## src/rtl/mod_counter_pkg.sv

```systemverilog
// Shared definitions for the modulo-N counter family: FSM state codes,
// direction constants and a ceiling-log2 helper for sizing counters.
package mod_counter_pkg;

  // Legacy-compatible state constants for the counter FSM
  localparam logic [1:0] ST_IDLE = 2'd0;
  localparam logic [1:0] ST_RUN  = 2'd1;
  localparam logic [1:0] ST_DONE = 2'd2;

  localparam logic DIR_UP   = 1'b1;
  localparam logic DIR_DOWN = 1'b0;

  // Ceiling log2; returns 0 for values 0 and 1
  function automatic int clog2(input longint unsigned value);
    longint unsigned v;
    int r;
    v = (value > 0) ? value - 1 : 0;
    r = 0;
    for (int i = 0; i < 64; i++) begin
      if ((v >> i) != 0) r = i + 1;
    end
    return r;
  endfunction

endpackage

```

## src/rtl/mod_counter_step.sv

```systemverilog
// Combinational next-value and wrap-flag logic for a modulo-MODULUS counter.
// The wrap point is always compared against MODULUS-1 so the result never
// depends on natural 2**WIDTH overflow.
module mod_counter_step
  import mod_counter_pkg::*;
#(
  parameter int              WIDTH   = 8,
  parameter longint unsigned MODULUS = 200
) (
  input  logic [WIDTH-1:0] i_count,
  input  logic             i_up_dn,
  output logic [WIDTH-1:0] o_next,
  output logic             o_wrap
);

  localparam logic [WIDTH-1:0] MAX_CNT = WIDTH'(MODULUS - 1);

  // Next count in the requested direction, flagging the wrap step
  always_comb begin
    o_next = i_count;
    o_wrap = 1'b0;
    if (i_up_dn == DIR_UP) begin
      if (i_count >= MAX_CNT) begin
        o_next = '0;
        o_wrap = 1'b1;
      end else begin
        o_next = i_count + 1'b1;
      end
    end else if (i_up_dn == DIR_DOWN) begin
      if (i_count == '0) begin
        o_next = MAX_CNT;
        o_wrap = 1'b1;
      end else begin
        o_next = i_count - 1'b1;
      end
    end
  end

endmodule

```

## src/rtl/mod_counter_gen.sv

```systemverilog
// Parametrised modulo-N counter with up/down, parallel load, start/stop and
// one-shot mode. Optional step prescaler enabled by MOD_COUNTER_PRESCALE_EN.
// Per-cycle priority: load > stop > start > step.
module mod_counter_gen
  import mod_counter_pkg::*;
#(
  parameter int              WIDTH    = 8,
  parameter longint unsigned MODULUS  = 200,
  parameter int              PRESCALE = 4
) (
  input  logic             clk,
  input  logic             reset,
  input  logic             en,
  input  logic             up_dn,
  input  logic             oneshot,
  input  logic             start,
  input  logic             stop,
  input  logic             load,
  input  logic [WIDTH-1:0] load_val,
  output logic [WIDTH-1:0] count,
  output logic             tc,
  output logic             busy,
  output logic             done
);

  if (WIDTH < 2 || WIDTH > 32) begin : g_bad_width
    $error("mod_counter_gen: WIDTH must be in 2..32");
  end
  if (MODULUS < 2 || MODULUS > (64'd1 << WIDTH)) begin : g_bad_modulus
    $error("mod_counter_gen: MODULUS must be in 2..2**WIDTH");
  end
  if (PRESCALE < 1) begin : g_bad_prescale
    $error("mod_counter_gen: PRESCALE must be at least 1");
  end

  localparam logic [WIDTH-1:0] MAX_CNT = WIDTH'(MODULUS - 1);

  logic [WIDTH-1:0] r_count;
  logic             r_tc;
  logic [1:0]       r_state;
  logic             r_oneshot;
  logic [WIDTH-1:0] w_next;
  logic             w_wrap;
  logic [WIDTH-1:0] w_load_clamped;
  logic             w_step;

  assign w_load_clamped = (load_val > MAX_CNT) ? MAX_CNT : load_val;

  mod_counter_step #(
    .WIDTH   (WIDTH),
    .MODULUS (MODULUS)
  ) u_step (
    .i_count (r_count),
    .i_up_dn (up_dn),
    .o_next  (w_next),
    .o_wrap  (w_wrap)
  );

`ifdef MOD_COUNTER_PRESCALE_EN
  localparam int PW = (clog2(PRESCALE) < 1) ? 1 : clog2(PRESCALE);
  localparam logic [PW-1:0] PRE_LAST = PW'(PRESCALE - 1);

  logic [PW-1:0] r_pre;
  logic          w_active;
  logic          w_pre_clear;

  assign w_active    = (r_state == ST_RUN) && en;
  assign w_pre_clear = load || stop || (start && (r_state != ST_RUN));
  assign w_step      = w_active && !w_pre_clear && (r_pre == PRE_LAST);

  // Prescaler: counts enabled RUN cycles, cleared by load/stop/start
  always_ff @(posedge clk or posedge reset) begin
    if (reset) begin
      r_pre <= '0;
    end else if (w_pre_clear) begin
      r_pre <= '0;
    end else if (w_active) begin
      r_pre <= (r_pre == PRE_LAST) ? '0 : r_pre + 1'b1;
    end
  end
`else
  assign w_step = (r_state == ST_RUN) && en;
`endif

  // Counter FSM: load/stop/start control plus stepping and wrap handling
  always_ff @(posedge clk or posedge reset) begin
    if (reset) begin
      r_count   <= '0;
      r_tc      <= 1'b0;
      r_state   <= ST_IDLE;
      r_oneshot <= 1'b0;
    end else begin
      r_tc <= 1'b0;
      if (load) begin
        r_count <= w_load_clamped;
        r_state <= ST_IDLE;
      end else if (stop) begin
        r_state <= ST_IDLE;
      end else if (start && (r_state != ST_RUN)) begin
        r_state   <= ST_RUN;
        r_oneshot <= oneshot;
      end else if (w_step) begin
        r_count <= w_next;
        if (w_wrap) begin
          r_tc <= 1'b1;
          if (r_oneshot) r_state <= ST_DONE;
        end
      end
    end
  end

  assign count = r_count;
  assign tc    = r_tc;
  assign busy  = (r_state == ST_RUN);
  assign done  = (r_state == ST_DONE);

endmodule

```

## config.mk

```make
export PLATFORM = sky130hd
export DESIGN_NAME = mod_counter_gen
export DESIGN_NICKNAME = d
export VERILOG_FILES = /design/src/rtl/mod_counter_pkg.sv /design/src/rtl/mod_counter_step.sv /design/src/rtl/mod_counter_gen.sv
export SDC_FILE = /design/constraint.sdc
export NUM_CORES = 1
export LEC_CHECK = 0
export ABC_AREA = 0
export CAP_MARGIN = 20
export CORE_ASPECT_RATIO = 0.5
export CORE_UTILIZATION = 41
export DETAILED_ROUTE_END_ITERATION = 12
export PLACE_DENSITY = 0.79
export SLEW_MARGIN = 20
export SYNTH_ARGS = -nofsm -noshare
export SYNTH_HDL_FRONTEND = slang
export SYNTH_HIERARCHICAL = 1
export SYNTH_SLANG_ARGS = --single-unit
export TNS_END_PERCENT = 50
```

## constraint.sdc

```tcl
create_clock -name clk -period 2.5 [get_ports clk]
set_input_delay 0.5 -clock clk [delete_from_list [all_inputs] [get_ports clk]]
set_output_delay 0.5 -clock clk [all_outputs]
set_load 0.005 [all_outputs]
```

=== Word-level counts from Yosys, hierarchy flattened ===
Cells that the tools add are included.

* Input port bits: 16
* Word-level logic and storage cells: 47
* Output and inout port bits: 11
* Register bits: 12

* Multiplexer cells: 22
* Add/subtract/negate cells: 2
* Magnitude comparators: 2
* Bitwise gates (word level): 2
* Eq/ne operators: 5
* Reduce and logical (&&, ||, !) cells: 10

{| class="wikitable"
|+ Operators with widths
! operator !! number
|-
| 8-bit two-way mux || 8
|-
| 2-bit two-way mux || 6
|-
| 4-bit nonzero test || 3
|-
| 3-bit AND reduction || 3
|-
| 8-bit by 1-bit adder with 8-bit output, second input constant || 1
|-
| 8-bit >= comparator, second input constant || 1
|-
| 8-bit > comparator, second input constant || 1
|-
| 8-bit logical NOT || 1
|-
| 1-bit two-way mux || 8
|-
| 8-bit by 1-bit subtractor with 8-bit output, second input constant || 1
|-
| 2-bit by 1-bit != test with 1-bit output, second input constant || 2
|-
| 2-bit by 1-bit == test with 1-bit output, second input constant || 1
|-
| 2-bit == test, second input constant || 1
|-
| 1-bit logical AND || 2
|-
| 2-bit != test, second input constant || 1
|-
| 1-bit inverter || 2
|-
| 2-bit nonzero test || 1
|}

=== Logic depth before layout (Yosys ltp) ===
Gate-level depths: netlist of run 1.

* Depth in word-level cells: 8
* Depth in mapped cells: 9
* Depth with buffers taken out: 9

=== Cells and area by module ===
The synthesis of run 1 kept the hierarchy.

{| class="wikitable"
|+ By module, submodules not included
! module !! area each (um^2) !! times used !! seq. area each (um^2) !! cells an instance
|-
| mod_counter_gen || 635.6 || 1 || 300.3 || 55
|-
| mod_counter_step || 481.7 || 1 || 0.0 || 71
|}

=== Worst setup path before layout of run 1 ===
No wires, ideal clock.

* Path type: register to register
* From: register r_count[0], in the netlist count[0]
* To: register r_count[3], in the netlist count[3]
* Clock period less this slack: 2293 ps
* Required time: 2375 ps
* Cell stages (with the launch flop): 9
* Setup slack: 207 ps
* Arrival time: 2168 ps
* Path through: dfrtp_1 -> inv_1 -> ha_1 -> or3b_1 -> o21a_4 -> a221oi_2 -> o221ai_1 -> a22o_2 -> mux2_2

* Longest elaborated chain between the ends: 7

{| class="wikitable"
|+ Ends and longest elaborated chain
! what !! RTL line !! RTL
|-
| start: declaration || mod_counter_gen.sv:38 || <nowiki>logic [WIDTH-1:0] r_count;</nowiki>
|-
| start signal: assignment || mod_counter_gen.sv:95 || <nowiki>r_count <= w_load_clamped;</nowiki>
|-
| start signal: assignment || mod_counter_gen.sv:103 || <nowiki>r_count <= w_next;</nowiki>
|-
| 8-bit by 1-bit subtractor with 8-bit output (tied with other cells) || mod_counter_step.sv:34 || <nowiki>o_next = i_count - 1'b1;</nowiki>
|-
| 8-bit two-way mux (on tied branches) || mod_counter_step.sv:30, mod_counter_step.sv:23 ||
|-
| 8-bit two-way mux (*) || mod_counter_step.sv:22 || <nowiki>if (i_up_dn == DIR_UP) begin</nowiki>
|-
| via w_next[3] || mod_counter_gen.sv:42 || <nowiki>logic [WIDTH-1:0] w_next;</nowiki>
|-
| 8-bit two-way mux (*) || mod_counter_gen.sv:102 || <nowiki>end else if (w_step) begin</nowiki>
|-
| 8-bit two-way mux (*) || mod_counter_gen.sv:99 || <nowiki>end else if (start && (r_state != ST_RUN)) begin</nowiki>
|-
| 8-bit two-way mux (*) || mod_counter_gen.sv:97 || <nowiki>end else if (stop) begin</nowiki>
|-
| 8-bit two-way mux (*) || mod_counter_gen.sv:94 || <nowiki>if (load) begin</nowiki>
|}

Mark *: on every way through the listed nets, which the timed path passes. The rest lies on a longest branch. The select of a mux whose other input is x is not followed.
A chain may end at the register's enable or synchronous reset.

=== Worst setup path after layout of run 1 ===
* From: register r_count[1], in the netlist count[1]
* To: register r_count[5], in the netlist count[5]

Same word-level chain as after synthesis.

==> reports/metrics.yaml, run 1 <==
status:
  status: "finished, final reports clean"
route:
  drt_iter0_drc: 167
  drc: 0
  vias_per_cell: 5.90
  firstDrtPassIters: 4
  num_vias: 1174
  wire_per_inst_um: 15.3
  routed_wl_um: 3050
  ant_nets: 0
power_and_ir_drop:
  intPower_uw: 668
  p_seq_share_pct: 24.2
  pwr-share-comb_pct: 56.0
  ir_drop_mv: 0.486
  p_switching_uw: 404
  switching_share_pct: 37.7
  p_per_area_nw_per_um2: 702
  clock_power_share_pct: 19.9
  p_leak_nw: 0.653
grt:
  grt_max_degree: 19
  antenna_found_initial: 0
  grt_pass1_vias: 1054
  track_usage_pct: 24.2
  grt_first_pass_wirelength_um: 5020
  overflow: 0
floorplanning:
  initial_utilization_pct: 46.8
  rows: 12
  coreArea_um2: 2390
  dieArea_um2: 2950
  die_h_um: 38.9
  die_x_um: 75.8
  io_pins: 27
synth:
  synth_edf_count: 0
  synth-seq-area-share_pct: 26.9
  yosys.cell_types.count: 46
  postSynth.asyncResetShare_pct: 100
  ys_ff_latch: 12
  synth_cells: 126
  synth_nets: 145
  ys.flop_type: "dfrtp_1"
  ys_warn_count: 6
  syn-mean-instance-area_um2: 8.87
  synth_area_um2: 1120
cts:
  cts_buffer_depth: 2
  cts_setup_buffers: 0
  clk_latency_ns: 0.24
  ctsHoldBuffers: 0
  clockRootBuffer: "clkbuf_8"
  clk_pin_slew_ns: 0.06
  numCtsBuffers: 3
  cts_tree: "yes"
  cts_sinks: 12
  ctsResizeCount: 0
  h-tree-depth: 1
sta:
  tightestPinTransition_ns: 0.550
  tns_ns: 0
  hold_viol: 0
  slew_violations: 0
  rsz0062_at_grt: "no"
  finalSetupViolations: 0
  fmax_mhz: 421
  finalCritPeriodShare_pct: 95.0
  hold_ws_ns: 0.514
  slew_headroom_pct: 63.3
  fin_worst_skew_ns: 0.00394
  fin_crit_ns: 2.37
worst_setup_path:
  critPathSlowestCell: "or3b_1"
  critPathRequiredTime_ns: 2.63
  cp_slowest_stage_delay_ns: 0.42
  cp-start-kind: "flip-flop"
  endpoint_kind: "flip-flop"
  worstPathArrival_ns: 2.50
  crit_type: "flip-flop to flip-flop"
  crit_fanout: 4
  cp_cell_sequence: "inv_1 -> ha_1 -> or3b_1 -> o21ai_0 -> o221a_1 -> nor2_1 -> a22o_2 -> mux2_2"
layout:
  layout.nets: 184
  syn_to_final_growth_pct: 36.8
  fill_cells: 221
  antennaDiodeCount: 0
  multiInputGateArea_um2: 731
  design_area_um2: 1530
  register_area_um2: 300
  drive_gt1_share_pct: 23.2
  layout_common_cells: "26 x clkdlybuf4s50_1, 12 x inv_1, 12 x dfrtp_1, 12 x buf_4, 11 x mux2_2"
  layout_commonest_cell: "clkdlybuf4s50_1"
worst_hold_path:
  hp-class: "flip-flop to flip-flop"
job:
  drv_cap: 0
placement:
  dp_hpwl_um: 2340
  io_buffers: 26
  placed_cell_area_um2: 1470
  routabilityCongestion: 0.901
==> flip-flops by register name, indices dropped and copies added, names as in the netlist <==
register / flops
count: 8
r_oneshot: 1
tc: 1
r_state: 2
==> metrics by stage <==
| stage | setup slack (ns) | total power [mW] | utilization (%) | instances |
|---|---|---|---|---|
| global route | 0.0276 | 1.14 | 64.0 | 199 |
| global placement | 0.158 | 0.841 | 61.7 | 195 |
| detailed placement | 0.117 | 0.848 | 61.7 | 195 |
| CTS | 0.158 | 1.07 | 64.0 | 199 |
| finish | 0.126 | 1.07 | 64.0 | 199 |
| floorplan | 0.207 | 0.612 | - | 126 |
==> worst max-delay path, delay by kind of cell, from the launching register on <==
family          cells  cell delay, ns
compound gates      3            0.89
fa+ha+maj           1            0.17
buf+inv             1            0.11
flops               1            0.37
mux                 1            0.25
simple gates        2            0.47
==> synthesized netlist by cell type, types with 2 or more instances <==
| master | number | area share, % |
|---|---|---|
| a211oi_1 | 2 | 1.3 |
| a21boi_0 | 2 | 1.3 |
| a21oi_1 | 2 | 0.90 |
| a221oi_1 | 2 | 1.6 |
| a22o_2 | 3 | 2.7 |
| a31oi_1 | 4 | 2.2 |
| buf_4 | 2 | 1.3 |
| buf_6 | 2 | 2.0 |
| dfrtp_1 | 12 | 27 |
| ha_1 | 3 | 3.4 |
| inv_1 | 12 | 4.0 |
| mux2_2 | 11 | 11 |
| nand2_1 | 7 | 2.4 |
| nand2b_1 | 3 | 1.7 |
| nand3_1 | 6 | 2.7 |
| nor2_1 | 9 | 3.0 |
| nor3_1 | 4 | 1.8 |
| o21ai_0 | 8 | 3.6 |
| o221ai_1 | 2 | 1.6 |
| or3_1 | 4 | 2.2 |
==> area by class of cell <==
cell class                 instances  share of cell area (%)
multi-input combinational         97                    47.8
timing repair buffer              38                    22.9
tap                               35                    2.86
clock buffer                       4                    3.60
inverter                          13                    3.19
sequential                        12                    19.6
==> power by group through the flow <==
stage	logic, mW	clock network [mW]	registers [mW]
global route	0.653	0.228	0.263
floorplan	0.310	0	0.303
detailed placement	0.586	0	0.262
CTS	0.591	0.216	0.259
global placement	0.579	0	0.262
finish	0.600	0.213	0.259
==> logic make-up (layout without fill, tap and decap cells) <==
| family | count (synthesis) | count (layout) | synth area share [%] |
|---|---|---|---|
| AO/OA/AOI/OAI | 40 | 40 | 29.3 |
| XOR/XNOR | 1 | 1 | 0.784 |
| adder cells (fa/ha/maj) | 3 | 3 | 3.36 |
| buffers and inverters | 17 | 55 | 7.73 |
| flip-flops | 12 | 12 | 26.9 |
| multiplexers | 12 | 12 | 12.0 |
| AND/OR/NAND/NOR | 41 | 41 | 19.9 |
==> worst paths after layout <==
kind,start,end,slack (ns),depth (start not counted)
worst max register to register,count[1]$_DFFE_PP0P_,count[5]$_DFFE_PP0P_,0.13,8
max in group asynchronous,reset,r_state[1]$_DFFE_PP0P_,1.60,2
worst max-delay path,count[1]$_DFFE_PP0P_,count[5]$_DFFE_PP0P_,0.13,8
worst min-delay path,r_oneshot$_DFFE_PP0P_,r_oneshot$_DFFE_PP0P_,0.51,1
min in group asynchronous,reset,count[0]$_DFFE_PP0P_,0.58,2
worst min register to register,r_oneshot$_DFFE_PP0P_,r_oneshot$_DFFE_PP0P_,0.51,1
==> metal layers <==
metal	wire, um	track usage, %
met3	207	3.91
met4	11	5.56
met5	0	0
met2	1450	40.9
met1	1380	32.8
(Power assumes the default switching activity.)
==> inputs of run 2 (changes only) <==
Settings changed: ABC_CLOCK_PERIOD_IN_PS set to 2150, CTS_CLUSTER_SIZE set to 28, PLACE_DENSITY 0.79 to 0.82.
Clock period 2.5 ns to 2.15 ns, I/O delays scaled along.
==> run 2 against run 1 <==
  * The flow now finishes with violations (setup timing)
  * Wire length increased by 19%
  * First-iteration DRC count decreased by 44%
  * Critical path type unchanged
  * Final cell count increased by 8.0%
==> reports/metrics.yaml, run 2 (synthesized netlist as in run 1, its figures left out) <==
route:
  drc: 0  # unchanged
  ant_nets: 0  # unchanged
  drt_iter0_drc: 93  # was 167
  firstDrtPassIters: 5  # was 4
  wire_per_inst_um: 16.9  # was 15.3 um
  routed_wl_um: 3640  # was 3050 um
  num_vias: 1242  # was 1174
  vias_per_cell: 5.78  # was 5.90
floorplanning:
  die_x_um: 75.8  # unchanged
  coreArea_um2: 2390  # unchanged
  die_h_um: 38.9  # unchanged
  dieArea_um2: 2950  # unchanged
  io_pins: 27  # unchanged
  initial_utilization_pct: 46.8  # unchanged
  rows: 12  # unchanged
worst_setup_path:
  worstPathArrival_ns: 2.40  # was 2.50 ns
  cp_slowest_stage_delay_ns: 0.44  # was 0.42 ns
  critPathSlowestCell: "dfrtp_2"  # was or3b_1
  path_delay_family: "compound AO/OA/AOI/OAI gates"  # unchanged
  cp-start-kind: "flip-flop"  # unchanged
  crit_cells: 8  # unchanged
  reg2reg_depth: 8  # unchanged
  r2r_setup_slack_ns: -0.12  # was 0.13 ns
  endpoint_kind: "flip-flop"  # unchanged
  cp_cell_sequence: "inv_2 -> ha_4 -> or3b_4 -> o21a_4 -> a221oi_1 -> nor2_1 -> a22o_2 -> mux2_2"  # was inv_1 -> ha_1 -> or3b_1 -> o21ai_0 -> o221a_1 -> nor2_1 -> a22o_2 -> mux2_2
  path_buf_inv: 1  # unchanged
  critPathRequiredTime_ns: 2.28  # was 2.63 ns
  crit_type: "flip-flop to flip-flop"  # unchanged
  crit_fanout: 5  # was 4
grt:
  grt_first_pass_wirelength_um: 5620  # was 5020 um
  track_usage_pct: 27.4  # was 24.2%
  overflow: 0  # unchanged
  met3_usage_pct: 5.21  # was 3.91%
  grt_pass1_vias: 1196  # was 1054
  grt_max_degree: 19  # unchanged
  use_met1_pct: 33.4  # was 32.8%
  antenna_found_initial: 0  # unchanged
  grt-busiest-layer: "met2"  # unchanged
  grtUsageMet2_pct: 48.5  # was 40.9%
status:
  violations: "setup timing"
  status: "finished with violations"  # was finished, final reports clean
layout:
  multiInputGateArea_um2: 782  # was 731 um2
  layout.nets: 200  # was 184
  syn_to_final_growth_pct: 53.0  # was 36.8%
  drive_gt1_share_pct: 36.7  # was 23.2%
  antennaDiodeCount: 0  # unchanged
  layout_common_cells: "27 x buf_4, 26 x clkdlybuf4s50_1, 10 x inv_1"  # was 26 x clkdlybuf4s50_1, 12 x inv_1, 12 x dfrtp_1, 12 x buf_4, 11 x mux2_2
  largest_reg_flops: 8  # unchanged
  layout_commonest_cell: "buf_4"  # was clkdlybuf4s50_1
  register_area_um2: 305  # was 300 um2
  fill_cells: 190  # was 221
power_and_ir_drop:
  ir_drop_mv: 0.465  # was 0.486 mV
  p_per_area_nw_per_um2: 830  # was 702 nW/um2
  p_switching_uw: 538  # was 404 uW
  p_leak_nw: 0.736  # was 0.653 nW
  pwr-share-comb_pct: 59.6  # was 56.0%
  p_seq_share_pct: 22.7  # was 24.2%
  switching_share_pct: 38.0  # was 37.7%
  clock_power_share_pct: 17.7  # was 19.9%
  intPower_uw: 880  # was 668 uW
sta:
  fin_worst_skew_ns: 0.00395  # was 0.00394 ns
  setup_ws_ns: -0.121  # was 0.126 ns
  fmax_mhz: 440  # was 421 MHz
  hold_viol: 0  # unchanged
  finalCritPeriodShare_pct: 106  # was 95.0%
  tns_ns: -0.412  # was 0 ns
  tightestPinTransition_ns: 0.451  # was 0.550 ns
  slew_violations: 0  # unchanged
  slew_headroom_pct: 69.5  # was 63.3%
  finalSetupViolations: 5  # was 0
  rsz0062_at_grt: "yes"  # was no
  fin_crit_ns: 2.27  # was 2.37 ns
cts:
  clockRootBuffer: "clkbuf_8"  # unchanged
  numCtsBuffers: 3  # unchanged
  cts_buffer_depth: 2  # unchanged
  h-tree-depth: 1  # unchanged
  cts_sinks: 12  # unchanged
  clk_pin_slew_ns: 0.06  # about the same
  ctsHoldBuffers: 0  # unchanged
  clk_latency_ns: 0.24  # about the same
  cts_tree: "yes"  # unchanged
placement:
  pre_cts_ws_ns: -0.192  # was 0.117 ns
  dp_hpwl_um: 2740  # was 2340 um
  io_buffers: 26  # unchanged
  routabilityCongestion: 0.868  # was 0.901
worst_hold_path:
  hp-class: "input port to asynchronous set/reset pin"  # was flip-flop to flip-flop
job:
  drv_cap: 0  # unchanged
-- run 2: cell count changes in the layout (fill, tap and decap cells not counted), sizes merged --
cell  previous run  this run
buf             12        28
-- run 2: final timing paths --
kind / startpoint / end
max: count[1]$_DFFE_PP0P_ / count[5]$_DFFE_PP0P_
min: reset / count[3]$_DFFE_PP0P_
max reg2reg: count[1]$_DFFE_PP0P_ / count[5]$_DFFE_PP0P_
min reg2reg: r_oneshot$_DFFE_PP0P_ / r_oneshot$_DFFE_PP0P_
max in group asynchronous: reset / count[0]$_DFFE_PP0P_
min in group clk: r_oneshot$_DFFE_PP0P_ / r_oneshot$_DFFE_PP0P_
-- run 2: power by group through the flow --
stage / logic, mW / clock network, mW / registers [mW]
after floorplan: 0.373 / 0 / 0.358
after global placement: 0.748 / 0 / 0.319
after detailed placement: 0.771 / 0 / 0.324
after CTS: 0.777 / 0.253 / 0.320
after global routing: 0.917 / 0.268 / 0.328
final: 0.845 / 0.252 / 0.321
-- run 2: repair_timing --
item,in CTS,in global routing
setup endpoints to repair,4,8
gates cloned,0,0
pin swaps,3,4
setup buffers,1,2
gates resized for setup,2,9
-- run 2: layer usage --
| layer | vias to the layer above | routed length, um |
|---|---|---|
| met4 | 0 | 47 |
| met3 | 8 | 236 |
| met2 | 61 | 1820 |
| met1 | 590 | 1530 |
| li1 | 583 | - |
| met5 | - | 0 |
-- run 2: final cells by class --
type	count	area share (%)
clock buffer	4	3.22
tap	35	2.56
inverter	13	2.86
timing repair buffer	54	27.7
multi-input combinational	97	45.8
sequential	12	17.9
-- run 2: per-stage QoR --
stage	hold WS, ns	instances	utilization (%)	power (mW)	instance area (um2)
detailed placement	0.497	208	66.7	1.10	1590
global route	0.535	215	71.6	1.51	1710
floorplan	0.294	126	-	0.731	1140
finish	0.499	215	71.6	1.42	1710
global placement	0.490	208	66.7	1.07	1590
CTS	0.509	213	69.3	1.35	1650
-- run 2: worst reg2reg max path, stage by stage, from the launching register on --
cell and delay (ns):
dfrtp_2 0.44, inv_2 0.09, ha_4 0.13, or3b_4 0.40, o21a_4 0.23, a221oi_1 0.26, nor2_1 0.09, a22o_2 0.26
mux2_2 0.25
